==> config.mk <==
export PLATFORM = sky130hd
export DESIGN_NAME = fifo_sram_prefetch
export DESIGN_NICKNAME = d
export VERILOG_FILES = /design/src/rtl/fifo_sram_prefetch.sv
export SDC_FILE = /design/constraint.sdc
export NUM_CORES = 1
export LEC_CHECK = 0
export ABC_AREA = 1
export CELL_PAD_IN_SITES_DETAIL_PLACEMENT = 2
export CELL_PAD_IN_SITES_GLOBAL_PLACEMENT = 2
export CORE_MARGIN = 8
export CORE_UTILIZATION = 45
export DETAILED_ROUTE_END_ITERATION = 10
export PLACE_DENSITY_LB_ADDON = 0.1
export SYNTH_ARGS = -nofsm -noshare
export SYNTH_HDL_FRONTEND = slang
export SYNTH_SLANG_ARGS = --single-unit
==> constraint.sdc <==
create_clock -name clk_i -period 4.53 [get_ports clk_i]
set_input_delay 0.906 -clock clk_i [delete_from_list [all_inputs] [get_ports clk_i]]
set_output_delay 0.906 -clock clk_i [all_outputs]
set_load 0.05 [all_outputs]
==> src/rtl/fifo_sram_prefetch.sv <==
// Synchronous FIFO over a storage array with registered read latency.
// A small prefetch buffer hides the read latency behind a show-ahead valid/ready output.
module fifo_sram_prefetch #(
    parameter int unsigned WIDTH      = 8,
    parameter int unsigned DEPTH      = 16,
    parameter int unsigned RD_LATENCY = 2,
    parameter int unsigned AF_TH      = 12,
    parameter int unsigned AE_TH      = 2
) (
    input  logic                                       clk_i,
    input  logic                                       rst_ni,
    input  logic                                       up_valid_i,
    output logic                                       up_ready_o,
    input  logic [WIDTH-1:0]                           up_data_i,
    output logic                                       down_valid_o,
    input  logic                                       down_ready_i,
    output logic [WIDTH-1:0]                           down_data_o,
    output logic [$clog2(DEPTH+RD_LATENCY+3)-1:0]      count_o,
    output logic                                       almost_full_o,
    output logic                                       almost_empty_o
);
    localparam int unsigned AW       = $clog2(DEPTH);
    localparam int unsigned PF_DEPTH = RD_LATENCY + 2;
    localparam int unsigned PW       = $clog2(PF_DEPTH + 1);
    localparam int unsigned CW       = $clog2(DEPTH + RD_LATENCY + 3);

    logic [WIDTH-1:0]      mem [DEPTH];
    logic [AW:0]           wr_ptr, rd_ptr;
    logic [PW-1:0]         inflight_cnt, pf_cnt, pf_wr, pf_rd;
    logic [WIDTH-1:0]      pf_mem [2**PW];
    logic [RD_LATENCY-1:0] pipe_vld;
    logic [WIDTH-1:0]      pipe_data [RD_LATENCY];
    logic                  full, empty, push, pop, issue, capture;

    function automatic logic [PW-1:0] pf_next(input logic [PW-1:0] p);
        return (p == PW'(PF_DEPTH - 1)) ? '0 : p + PW'(1);
    endfunction

    assign empty   = (wr_ptr == rd_ptr);
    assign full    = (wr_ptr[AW-1:0] == rd_ptr[AW-1:0]) && (wr_ptr[AW] != rd_ptr[AW]);
    // Issue is throttled on registered occupancy only, so nothing here depends on down_ready_i.
    assign issue   = !empty && (({1'b0, pf_cnt} + {1'b0, inflight_cnt}) < (PW+1)'(PF_DEPTH));
    assign capture = pipe_vld[RD_LATENCY-1];

    assign up_ready_o     = !full;
    assign push           = up_valid_i && up_ready_o;
    assign down_valid_o   = (pf_cnt != '0);
    assign pop            = down_valid_o && down_ready_i;
    assign down_data_o    = pf_mem[pf_rd];
    assign almost_full_o  = (count_o >= CW'(AF_TH));
    assign almost_empty_o = (count_o <= CW'(AE_TH));

    always_ff @(posedge clk_i) begin
        if (push) begin
            mem[wr_ptr[AW-1:0]] <= up_data_i;
        end
        pipe_data[0] <= mem[rd_ptr[AW-1:0]];
        for (int unsigned i = 1; i < RD_LATENCY; i++) begin
            pipe_data[i] <= pipe_data[i-1];
        end
        if (capture) begin
            pf_mem[pf_wr] <= pipe_data[RD_LATENCY-1];
        end
    end

    always_ff @(posedge clk_i) begin
        if (!rst_ni) begin
            wr_ptr       <= '0;
            rd_ptr       <= '0;
            inflight_cnt <= '0;
            pf_cnt       <= '0;
            pf_wr        <= '0;
            pf_rd        <= '0;
            pipe_vld     <= '0;
            count_o      <= '0;
        end else begin
            if (push)    wr_ptr <= wr_ptr + (AW+1)'(1);
            if (issue)   rd_ptr <= rd_ptr + (AW+1)'(1);
            if (capture) pf_wr  <= pf_next(pf_wr);
            if (pop)     pf_rd  <= pf_next(pf_rd);

            pipe_vld[0] <= issue;
            for (int unsigned i = 1; i < RD_LATENCY; i++) begin
                pipe_vld[i] <= pipe_vld[i-1];
            end

            case ({issue, capture})
                2'b10:   inflight_cnt <= inflight_cnt + PW'(1);
                2'b01:   inflight_cnt <= inflight_cnt - PW'(1);
                default: inflight_cnt <= inflight_cnt;
            endcase

            case ({capture, pop})
                2'b10:   pf_cnt <= pf_cnt + PW'(1);
                2'b01:   pf_cnt <= pf_cnt - PW'(1);
                default: pf_cnt <= pf_cnt;
            endcase

            case ({push, pop})
                2'b10:   count_o <= count_o + CW'(1);
                2'b01:   count_o <= count_o - CW'(1);
                default: count_o <= count_o;
            endcase
        end
    end
endmodule

# Yosys cells after proc, flatten, opt, wreduce, memory -nomap -nowiden
# Memories as Yosys holds them, arrays and structs flattened. A register that Yosys moved wholly into a read port is not among the register bits.
# Index checks and enable logic that the tools add are counted.
# classes
n_addsub	11
n_eq_ne	11
reduce_logical	10
n_mux	13
order_cmp	3
# ops
cell	count
5-bit by 1-bit adder with 5-bit output, second input constant	3
3-bit by 1-bit adder with 3-bit output, second input constant	4
3-bit two-way mux	4
3-bit one-hot mux with 2 select lines	2
5-bit one-hot mux with 2 select lines	1
4-bit two-way mux	2
2-bit by 1-bit equality test with 1-bit output, second input constant	3
2-bit equality test, second input constant	3
3-bit by 2-bit equality test with 1-bit output, second input constant	2
2-bit nonzero test	3
3-bit by 1-bit subtractor with 3-bit output, second input constant	2
5-bit equality test	1
5-bit by 4-bit >= comparator with 1-bit output, second input constant	1
5-bit by 2-bit less-or-equal comparator with 1-bit output, second input constant	1
5-bit by 1-bit subtractor with 5-bit output, second input constant	1
3-bit by 3-bit adder with 4-bit output	1
4-bit equality test	1
1-bit logical AND	4
4-bit by 3-bit < comparator with 1-bit output, second input constant	1
1-bit two-way mux	4
3-bit nonzero test	1
1-bit zero test	2
1-bit != test	1
# word_totals
regBits	29
elab_cells	59
memories	3
mem_bits_rw	208
out_inout_bits	17
# mem_list
name	words	word_bits	rd	rd_clocked_by_memory_dff	wr	line	rtl
mem	16	8	1	1	1	27	logic [WIDTH-1:0] mem [DEPTH];
pf_mem	8	8	1	1	1	30	logic [WIDTH-1:0] pf_mem [2**PW];
pipe_data	2	8	2	0	2	32	logic [WIDTH-1:0] pipe_data [RD_LATENCY];

# Depth between registers and ports, before layout
# logic_depth
word_depth	6
depth_mapped	20

# Least setup slack after synthesis
# OpenSTA, ideal clock, no wires.
# synth_path
path_type	reg-to-output
start	reg count_o[1]
end	out almost_empty_o
setup_slack_ns	0.564
arrival_time_ns	3.060
stages_incl_launch_ff	2
t_required_ns	3.624
path_buffers	0
cell_sequence	dfxtp_1 a2111oi_0
# synth_between
elab_chain_len	1
# synth_rtl
element	line	rtl
start, declared	18	output logic [$clog2(DEPTH+RD_LATENCY+3)-1:0] count_o,
start signal, assigned	100	2'b10: count_o <= count_o + CW'(1);
start signal, assigned	101	2'b01: count_o <= count_o - CW'(1);
start signal, assigned	102	default: count_o <= count_o;
5-bit by 2-bit less-or-equal comparator with 1-bit output	51	assign almost_empty_o = (count_o <= CW'(AE_TH));
end, declared	20	output logic almost_empty_o
# Every way passes these cells.

==> results.md <==
* Met1 usage at 26.2%
* Nets at 937
* Top post-synthesis cells by area: edfxtp_1 58%, dfxtp_1 10%, nand2_1 4.3%, o21ai_0 3.9%, inv_1 3.8%
* DRT Pass-1 Iters at 6
* First-pass GRT wire length at 45500 µm
* IO buf count at 28
* Final WS setup at roughly 0.26 ns
* Area leader, netlist: edfxtp_1
* Initial antenna violation count at 0
* Top FF cell, synth: edfxtp_1
* Final Setup Violations at 0
* Hold crit path type: flip-flop to flip-flop
* Clock power frac at between 30% and 40%
* Worst skew pair latency at between 0.5 and 0.6 ns
* Cell variety after synth at 33
* Power per cell area at between 600 and 700 nW/µm²
* Largest net degree at the start of global routing at a little over 80
* Count leader, synth: edfxtp_1
* Peak VDD IR at around 0.38 mV
* Synthesized area per cell at 11.3 µm²
* Final core occ at between 50% and 60%
* Mapped Cells at ~880
* Arr. time, crit path at around 3.4 ns
* Initial Utilization at between 40% and 50%
* Worst Max-Slew Pin Slew at 1.13 ns
* Most used routing layer: met2
* Setup WS pre-CTS at 0.752 ns
* Share of flip-flops with an asynchronous set or reset at 0%
* Number of DRC markers in iteration 0 at 386
* Seq cells post-synth at between 200 and 250
* Vias/cell at about 5.5
* Ratio of cells with drive above 1 in the final layout at 8.06%
* Via count at roughly 6700
* Logic pwr share at approximately a quarter
* H-tree depth at 1
* Vias in the first global route at about 7600
* Max Clk Rate at around 230 MHz
* Reg power frac at between 40 and 50%
* CP Max Fanout at 33
* Setup TNS at 0 ns
* Power Internal at between 4000 and 5000 µW
* Clock Sinks at roughly 240
* RSZ-0062 raised after global routing: false
* Met3 Usage GRT at 2.69%
* Leading cell types by count after synthesis: 192 x edfxtp_1, 115 x nand2_1, 102 x inv_1
* CTS root buf: clkbuf_16
* Syn Nets at about 910
* Nature of the critical path startpoint: flip-flop
* Post-Route Skew at ~0.025 ns
* Post-CTS Hold Buffers at 0
* Switching Share at 33.2%
* Pleak at between 0.004 and 0.005 µW
* DPL Wire Length at about 19000 µm
* # resized after CTS at 0
* P_sw at ~2400 µW
* Grt ovf at 0
* Clock buffer depth at 3
* Post-DR wirelength/cell at 24.4 µm
* Final period utilization at between 90% and 100%
* Cell chain of the critical path: buf_4, inv_1, nor2_1, o21ai_0, a21oi_1, a31oi_1, clkdlybuf4s50_1
* Minimum clock period at ~4.3 ns
* Post-synth EDFFs at between 150 and 200
* Setup CP Type: flip-flop to output pin
* Mapped Area at between 9000 and 10000 µm²
* Clock-pin slew on the worst setup and hold paths at around 0.060 ns
* DRC at 0
* Worst endpoint required time at around 3.6 ns
* Die X at 165 µm
* Max-cap viol count at 0
* Outcome: finished, final reports clean
* CTS buffer count at 27
* Hold Vio Cnt, Final at 0
* Synth-to-layout area growth at 15.4%
* Slew HR at about a quarter
* Post-CTS setup repair buffer count at 0
* I/O pins at 29
* Ant diodes at 0
* Core area at 21800 µm²
* Seq/Total Area, Yosys at between 60% and 70%
* GRT Util Overall at 22.3%
* Yosys Warn Count at 0
* PnR Total Power at just over 7000 µW
* DRT antenna net count at 0
* Synth top area share at between 50 and 60%
* Die Height at around 160 µm
* Crit. End Element: output pin
* Die ar. at about 27000 µm²
* Post-Route WL at around 29000 µm
* CTS tree: done
* Rows at 54
* Routability congestion estimate at between 0.8 and 0.9
* M2 GR Usage at a little over two fifths
* CP max stage cell: clkdlybuf4s50_1
* Largest stage delay, worst path at 0.86 ns
* Slew Viols, Final at 0
-- power groups by stage --
stage / clock network, µW / registers, µW / logic [µW]
after CTS: 2570 / 3010 / 1750
final: 2530 / 3000 / 1720
after detailed placement: 0 / 3050 / 1680
after global routing: 2640 / 3040 / 1880
after floorplan: 0 / 2930 / 1170
after global placement: 0 / 2990 / 1550
-- cell families (layout without fill, tap and decap cells) --
logic type / Yosys count / after routing / share of synthesized area [%]
flops: 244 / 244 / 68.3
buf+inv: 147 / 193 / 5.83
fa+ha+maj: 16 / 16 / 2.16
simple gates: 285 / 285 / 12.5
xor+xnor: 10 / 10 / 0.954
compound gates: 182 / 182 / 10.2
-- cells in the final DEF (no fill, tap or decap), drive strengths merged, types with 3 or more instances in the layout --
master / synthesis / layout
clkdlybuf4s50: 0 / 28
o211ai: 32 / 32
a31oi: 8 / 8
nand3: 72 / 72
dfxtp: 52 / 52
clkinv: 0 / 5
xor2: 7 / 7
xnor2: 3 / 3
a21oi: 61 / 61
o21ai: 77 / 77
bufinv: 0 / 8
inv: 110 / 111
clkbuf: 16 / 34
edfxtp: 192 / 192
ha: 14 / 14
nor2: 87 / 87
nand2: 123 / 123
buf: 21 / 5
-- critical path: cells and delay by family, from the launching register on --
family,cells,cell delay (ns)
compound gates,3,0.57
buf+inv,3,1.80
flops,1,0.30
simple gates,1,0.15
-- path summary, 6_finish.rpt --
| check | slack, ns | from | end | cells after the start |
|---|---|---|---|---|
| max | 0.26 | flip-flop | down_data_o[2] | 7 |
| min | 0.33 | pipe_data[0][7] | pipe_data[0][15] | 0 |
| max reg2reg | 1.75 | wr_ptr[2] | count_o[4] | 18 |
| min reg2reg | 0.33 | pipe_data[0][7] | pipe_data[0][15] | 0 |
-- flip-flops by register name (all words and copies together), names as in the netlist, 5 cells and up, named ones only --
| name | cells |
|---|---|
| rd_ptr | 5 |
| count_o | 5 |
| wr_ptr | 5 |
| pf_mem | 64 |
| mem | 128 |
| pipe_data | 16 |
-- final cells by class --
cell class | instances | area [µm²]
clock buffer | 34 | 743
clock inverter | 16 | 288
fill | 2113 | 10300
inverter | 110 | 415
multi-input combinational | 493 | 2580
sequential | 244 | 6810
tap | 280 | 350
timing repair buffer | 33 | 318
-- through the flow --
step	cell area (µm²)	std cells	hold WS, ns
after floorplan	9960	884	0.310
after global placement	10500	1160	0.311
after detailed placement	10500	1160	0.315
after CTS	11500	1210	0.332
after global routing	11500	1210	0.345
final	11500	1210	0.335
-- per-layer routing --
metal | share of wire (%) | routed length [µm]
met5 | 0 | 0
met4 | 2.9 | 845
met3 | 3.0 | 896
met2 | 53 | 15800
met1 | 41 | 12000
No activity file was read; power rests on OpenSTA's default activity.
